--- config.mk ---
export PLATFORM = sky130hd
export DESIGN_NAME = mc_datapath
export DESIGN_NICKNAME = d
export VERILOG_FILES = /design/src/rtl/mc_datapath.sv
export SDC_FILE = /design/constraint.sdc
export NUM_CORES = 2
export LEC_CHECK = 0
export BUFFER_PORTS_ARGS = -buffer_cell sky130_fd_sc_hd__buf_4
export CORE_ASPECT_RATIO = 1.25
export CORE_UTILIZATION = 45
export CTS_CLUSTER_DIAMETER = 40
export DETAILED_ROUTE_END_ITERATION = 16
export PLACE_DENSITY = 0.65
export SYNTH_ARGS = -nofsm -noshare
export SYNTH_HDL_FRONTEND = slang
export SYNTH_SLANG_ARGS = --single-unit
export TNS_END_PERCENT = 100
--- constraint.sdc ---
create_clock -name clk -period 39.3 [get_ports clk]
set_clock_uncertainty 0.1 [all_clocks]
set_input_delay 1.965 -clock clk [delete_from_list [all_inputs] [get_ports clk]]
set_output_delay 1.965 -clock clk [all_outputs]
set_load 0.1 [all_outputs]
--- src/rtl/mc_datapath.sv ---
// mc_datapath: multi-cycle MIPS datapath holding PC, IR, MDR, A, B, ALUOut, a register file and the ALU,
// sequenced externally through IF/ID/EX/MEM/WB.
module mc_datapath #(
  parameter logic [31:0] RESET_PC = 32'h0000_0000,
  parameter int          NREGS    = 32,
  parameter logic [31:0] PC_STEP  = 32'd4
) (
  input  logic        clk,
  input  logic        rst,
  input  logic        PCWrite,
  input  logic        PCWriteCond,
  input  logic        BranchNE,
  input  logic        IorD,
  input  logic        IRWrite,
  input  logic [1:0]  RegDst,
  input  logic        MemtoReg,
  input  logic        RegWrite,
  input  logic        ALUSrcA,
  input  logic [1:0]  ALUSrcB,
  input  logic [1:0]  PCSource,
  input  logic [2:0]  ALU_Control,
  input  logic [31:0] Data_in,
  output logic [31:0] M_addr,
  output logic [31:0] Data_out,
  output logic [31:0] PC_out,
  output logic [31:0] Inst_out,
  output logic        zero,
  output logic        overflow
);
  localparam int        AW = $clog2(NREGS);
  localparam logic [5:0] NR = 6'(NREGS);
  logic [31:0] r_pc, r_ir, r_mdr, r_a, r_b, r_alu_out;
  logic [31:0] r_rf [NREGS];
  logic [4:0]  w_rs, w_rt, w_dst;
  logic [31:0] w_rd_a, w_rd_b, w_wd, w_sext, w_src_a, w_src_b, w_bx, w_sum, w_res, w_pc_next;
  logic        w_sub, w_we, w_pc_ld;
  assign w_rs = r_ir[25:21];
  assign w_rt = r_ir[20:16];
  // Indices beyond the implemented depth read as zero and never write.
  assign w_rd_a = (w_rs != 5'd0 && {1'b0, w_rs} < NR) ? r_rf[w_rs[AW-1:0]] : '0;
  assign w_rd_b = (w_rt != 5'd0 && {1'b0, w_rt} < NR) ? r_rf[w_rt[AW-1:0]] : '0;
  assign w_dst = RegDst == 2'b01 ? r_ir[15:11] : RegDst == 2'b10 ? 5'd31 : w_rt;
  assign w_we = RegWrite && w_dst != 5'd0 && {1'b0, w_dst} < NR;
  assign w_wd = RegDst == 2'b10 ? r_pc : MemtoReg ? r_mdr : r_alu_out;
  assign w_sext = {{16{r_ir[15]}}, r_ir[15:0]};
  assign w_src_a = ALUSrcA ? r_a : r_pc;
  assign w_src_b = ALUSrcB == 2'b00 ? r_b : ALUSrcB == 2'b01 ? PC_STEP :
                   ALUSrcB == 2'b10 ? w_sext : {w_sext[29:0], 2'b00};
  assign w_sub = ALU_Control == 3'b110;
  assign w_bx = w_sub ? ~w_src_b : w_src_b;
  assign w_sum = w_src_a + w_bx + {31'b0, w_sub};
  always_comb begin
    w_res = '0;
    case (ALU_Control)
      3'b000: w_res = w_src_a & w_src_b;
      3'b001: w_res = w_src_a | w_src_b;
      3'b011: w_res = w_src_a ^ w_src_b;
      3'b100: w_res = ~(w_src_a | w_src_b);
      3'b101: w_res = w_src_b >> w_src_a[4:0];
      3'b111: w_res = {31'b0, $signed(w_src_a) < $signed(w_src_b)};
      default: w_res = w_sum;
    endcase
  end
  assign zero = w_res == '0;
  assign overflow = (ALU_Control == 3'b010 || w_sub) && w_src_a[31] == w_bx[31] && w_sum[31] != w_src_a[31];
  assign w_pc_next = PCSource == 2'b00 ? w_res : PCSource == 2'b01 ? r_alu_out :
                     PCSource == 2'b10 ? {r_pc[31:28], r_ir[25:0], 2'b00} : r_a;
  assign w_pc_ld = PCWrite || (PCWriteCond && (zero ^ BranchNE));
  always_ff @(posedge clk or posedge rst) begin
    if (rst) begin
      r_pc <= RESET_PC;
      r_ir <= '0;
      r_mdr <= '0;
      r_a <= '0;
      r_b <= '0;
      r_alu_out <= '0;
    end else begin
      if (w_pc_ld) r_pc <= w_pc_next;
      if (IRWrite) r_ir <= Data_in;
      r_mdr <= Data_in;
      r_a <= w_rd_a;
      r_b <= w_rd_b;
      r_alu_out <= w_res;
    end
  end
  always_ff @(posedge clk or posedge rst) begin
    if (rst) begin
      for (int i = 0; i < NREGS; i++) r_rf[i] <= '0;
    end else if (w_we) begin
      r_rf[w_dst[AW-1:0]] <= w_wd;
    end
  end
  assign M_addr = IorD ? r_alu_out : r_pc;
  assign Data_out = r_b;
  assign PC_out = r_pc;
  assign Inst_out = r_ir;
endmodule

* Yosys cells after proc, flatten, opt, wreduce, memory -nomap -nowiden
Cells that the tools add are included.
** Cells by class
- $add $sub $neg :: 2
- Order comparisons :: 5
- Equality and inequality tests :: 16
- Shift operators :: 1
- Multiplexer cells :: 25
- Bitwise logic cells :: 9
- Reduce and logical (&&, ||, !) cells :: 15
** Operators by type and width (number)
- 1024-bit bitwise mux :: 1
- 32-bit 2-to-1 mux :: 17
- 32-bit binary-select mux with 5-bit select :: 2
- 32-bit one-hot mux with 6 select lines :: 1
- 32-bit demux with 5-bit select :: 1
- 32-bit NOT :: 2
- 32-bit by 1-bit adder with 32-bit output :: 1
- 32-bit adder :: 1
- 32-bit AND :: 1
- 32-bit logical NOT :: 1
- 32-bit < comparator :: 1
- 32-bit bitwise OR :: 1
- 32-bit by 5-bit right shift with 32-bit output :: 1
- 32-bit XOR :: 1
- 6-bit >= comparator, second input constant :: 3
- 5-bit NOT with 6-bit output :: 3
- 17-bit 2-to-1 mux :: 1
- 5-bit nonzero test :: 3
- 3-bit == test, second input constant :: 4
- 5-bit 2-to-1 mux :: 2
- 2-bit by 1-bit == test with 1-bit output, second input constant :: 3
- 2-bit == test, second input constant :: 3
- 3-bit by 2-bit == test with 1-bit output, second input constant :: 2
- 6-bit by 1-bit < comparator with 1-bit output, second input constant :: 1
- 10 further kinds :: 16
** Storage, ports and cells
- Bits in registers :: 1216
- Output and inout port bits :: 130
- Word-level logic and storage cells :: 112

* Depth between registers and ports, before layout
- Depth in word-level cells :: 14
- Mapped depth :: 23
- Depth with buffers taken out :: 19

* Worst setup path before layout
OpenSTA, ideal clock, no wires.
- Path type :: input-to-output
- Start point :: in ALUSrcA
- End point :: out overflow
- Data arrival time :: 7.247 ns
- Setup slack :: 29.988 ns
- Cell stages on the path :: 16
- Path through :: buf_6 > buf_1 > clkbuf_1 > mux2i_1 > inv_1 > ha_1 > clkbuf_1 > a21oi_1 > o21ai_0 > or3_1 > o21a_1 > a211oi_1 > nand3b_1 > a21o_1 > or3_1 > a21oi_1
** Between the ends
- Longest elaborated chain between the ends :: 5
- Elaborated cells between the ends (all ways) :: 7
- Classes of those cells :: 2 x add/sub; 2 x eq/ne; 1 x mux; 2 x reduce/logical
** Ends and longest elaborated chain
- from (decl) :: line 18 : input logic ALUSrcA,
- 32-bit 2-to-1 mux * :: line 46 : assign w_src_a = ALUSrcA ? r_a : r_pc;
- 32-bit adder :: line 51 : assign w_sum = w_src_a + w_bx + {31'b0, w_sub};
- 32-bit by 1-bit adder with 32-bit output :: line 51
- 1-bit != test :: line 65 : assign overflow = (ALU_Control == 3'b010 || w_sub) && w_src_a[31] == w_bx[31] && w_sum[31] != w_src_a[31];
- 1-bit logical AND * :: line 65
- to (decl) :: line 28 : output logic overflow
Mark *: on every way between the ends. The rest lies on a longest branch, timed or not.

* Worst setup path after layout
- Start point :: in ALU_Control[2]
- End point :: out zero
** Between the ends
- Longest elaborated chain between the ends :: 6
- Elaborated cells between the ends (all ways) :: 12
- Classes of those cells :: 2 x add/sub; 6 x eq/ne; 2 x mux; 2 x reduce/logical
** Ends and longest elaborated chain
- from (decl) :: line 21 : input logic [2:0] ALU_Control,
- 3-bit == test :: line 49 : assign w_sub = ALU_Control == 3'b110;
- 32-bit 2-to-1 mux :: line 50 : assign w_bx = w_sub ? ~w_src_b : w_src_b;
- 32-bit adder :: line 51
- 32-bit by 1-bit adder with 32-bit output :: line 51
- 32-bit one-hot mux with 6 select lines * :: line 54 : case (ALU_Control)
- via w_res[30] :: line 35 : logic [31:0] w_rd_a, w_rd_b, w_wd, w_sext, w_src_a, w_src_b, w_bx, w_sum, w_res, w_pc_next;
- 32-bit logical NOT * :: line 64 : assign zero = w_res == '0;
- to (decl) :: line 27 : output logic zero,
Mark *: on every way through the listed nets, which the timed path passes. The rest lies on a longest branch.

==> reports/qor.yml <==
status: "complete, no violations"
fillCellCount: 13000
cts_buffers: 147
place_hpwl_mm: 154
leakagePower_uw: 0.0332
start_util_pct: 45.5
ios: 181
finalCriticalPeriod_ns: 10.57
drt_first_iter_violations: 5706
port_buffers: 180
die_h_um: 435
cts_tree: "done"
drive_gt1_share_pct: 23.7
slew_violations: 0
pre_cts_slack_ns: 28.87
grt_use_total_pct: 32.8
drc: 0
drt_wl_total_mm: 247
synthFlopType: "dfrtp_1"
ir_drop_uv: 58.4
crit_type: "primary input to primary output"
cts_setup_buffers: 0
async_reset_ff_share_pct: 100
antenna_found_initial: 16
core_area_sq_um: 149000
ys_seq_area_share_pct: 45.0
fin_tns_setup_ns: 0
utilization_pct: 51.0
avgViaCountPerCell: 6.45
finalHoldViolCount: 0
clk_latency_ns: 0.81
fin_crit_sh_pct: 26.9
final_nets: 6175
cp_max_fo: 33
hold_buffers: 0
grt_overflow_total: 0
power_density_nw_per_um2: 70.2
synth_edf_count: 0
synth_cell_types: 93
clock_sinks: 1216
gp_congestion: 1.04
rsz0062_at_grt: "no"
grt_pass1_wl_mm: 362
critPathArrivalTime_ns: 8.51
fmax_mhz: 94.6
area_growth_pct: 12.0
htreeDepth: 4
synth-seq-cells: 1216
post_cts_resized: 0
grt_max_degree: 168
cp-start-kind: "primary input"
vias: 52400
required_ns: 37.24
die-area_sq_um: 152000
ys_warn_count: 0
drt-pass1-iter-count: 9
drtAntennaViolNets: 0
avgSynthCellArea_sq_um: 11.0
clkSlewWorstSetupHoldPaths_ns: 0.05
cts_max_path_buffers: 3
wire_per_inst_um: 30.4
setup_violations: 0
row_count: 158
cp-end-kind: "primary output"
synth_area_sq_um: 67600
grt_pass1_vias: 51900
max_cap_viol_count: 0
relSlewSlack_pct: 9.34
hold_path_class: "register to register"
synth_cells: 6130
dieWidth_um: 349
worst_pin_slew_ns: 1.36
layout_setup_ws_ns: 28.73
root_buffer: "clkbuf_16"
syn_nets: 6303
-- metrics by stage --
stage,total power (uW),std cells,cell area (sq um),hold WS [ns]
2_1_floorplan,3290,6130,67600,0.341
3_3_place_gp,3830,7853,70700,0.276
3_5_place_dp,3890,7853,70700,0.285
4_1_cts,5300,8121,75700,0.300
5_1_grt,5550,8126,75800,0.309
6_report,5320,8128,75800,0.296
-- cells in the mapped netlist (11+ instances only) --
| cell type | number | area share [%] |
|---|---|---|
| a21oi_1 | 137 | 1.0 |
| nor3_1 | 50 | 0.37 |
| nor2_1 | 225 | 1.2 |
| a211o_1 | 14 | 0.18 |
| xor2_1 | 12 | 0.16 |
| buf_1 | 80 | 0.44 |
| mux2_2 | 132 | 2.2 |
| a211oi_1 | 42 | 0.47 |
| a22oi_1 | 29 | 0.32 |
| nand2_1 | 1124 | 6.2 |
| nand3_1 | 20 | 0.15 |
| clkbuf_1 | 491 | 2.7 |
| a21o_1 | 18 | 0.20 |
| nand2b_1 | 14 | 0.13 |
| mux2i_1 | 196 | 2.9 |
| buf_2 | 14 | 0.10 |
| dfrtp_1 | 1216 | 45 |
| ha_1 | 121 | 2.2 |
| a31oi_1 | 11 | 0.10 |
| a221oi_1 | 24 | 0.31 |
| mux4_2 | 597 | 20 |
| o221ai_1 | 31 | 0.40 |
| o211ai_1 | 18 | 0.20 |
| xnor2_1 | 41 | 0.53 |
| a22o_1 | 17 | 0.22 |
| o21ai_0 | 1069 | 7.9 |
| o21bai_1 | 12 | 0.13 |
| inv_1 | 83 | 0.46 |
| o31ai_1 | 17 | 0.19 |
| mux2_4 | 23 | 0.51 |
| o22ai_1 | 39 | 0.36 |
-- cells in the final DEF, fill, tap and decap left out, types with 105 or more instances in the layout --
cell type	n
o21ai_0	1069
mux2_2	132
dfrtp_1	1206
nand2_1	1092
mux4_2	597
a21oi_1	105
ha_1	121
clkbuf_16	152
nor2_1	224
buf_4	318
mux2i_1	195
-- final timing paths --
path | depth (start not counted) | to | slack, ns | from
min in group asynchronous | 2 | Inst_out[26]$_DFFE_PP0P_ | 1.26 | rst
max reg2reg | 18 | PC_out[21]$_DFFE_PP0P_ | 31.55 | r_a[4]$_DFF_PP0_
min | 0 | r_rf[993]$_DFFE_PP0P_ | 0.30 | r_rf[993]$_DFFE_PP0P_
max in group asynchronous | 7 | Inst_out[16]$_DFFE_PP0P_ | 32.67 | rst
min reg2reg | 0 | r_rf[993]$_DFFE_PP0P_ | 0.30 | r_rf[993]$_DFFE_PP0P_
max | 16 | zero | 28.73 | ALU_Control[2]
-- flip-flops by register name, indices dropped and copies added (netlist names) --
name	count
Data_out	32
Inst_out	32
PC_out	32
r_rf	1024
r_a	32
r_mdr	32
r_alu_out	32
-- report_power, final --
group	switching [uW]	internal [uW]
sequential	389	1640
combinational	1130	746
clock	584	822
total	2110	3210
-- cells by family after synthesis --
family          Yosys count  synth area share, %
compound gates         1573                 13.3
xor+xnor                 53                0.686
fa+ha+maj               122                 2.27
buf+inv                 688                 4.00
flops                  1216                 45.0
mux                     957                 25.7
simple gates           1521                 9.04
-- worst max-delay path, cell delays in order --
cell and delay [ns]:
buf_4 0.45, and3b_2 0.26, buf_4 0.55, xnor2_1 0.19, ha_1 0.47, and3_1 0.33
or3b_1 0.37, nor3_1 0.41, o31ai_1 0.28, a311oi_1 0.46, o21ai_0 0.20, a211o_1 0.43
or4_1 0.53, or4b_1 0.66, and4b_1 0.47, buf_4 0.35
-- area by class of cell --
| type | count | area, sq um | share of cell area [%] |
|---|---|---|---|
| sequential | 1216 | 30500 | 40.2 |
| clock inverter | 82 | 910 | 1.20 |
| antenna | 7 | 17.5 | 0.0231 |
| timing repair buffer | 322 | 2470 | 3.26 |
| inverter | 89 | 342 | 0.451 |
| clock buffer | 186 | 4130 | 5.45 |
| tap | 2000 | 2500 | 3.30 |
| multi-input combinational | 4226 | 34900 | 46.1 |
-- routing by layer --
metal  vias up  share of wire, %  GRT usage [%]
li1      22100                 -              -
met1     26800                38           42.9
met2      2826                47           51.7
met3       686               9.1           6.63
met4         4               5.6           17.1
met5         -            0.0093              0
(Power assumes the default switching activity.)
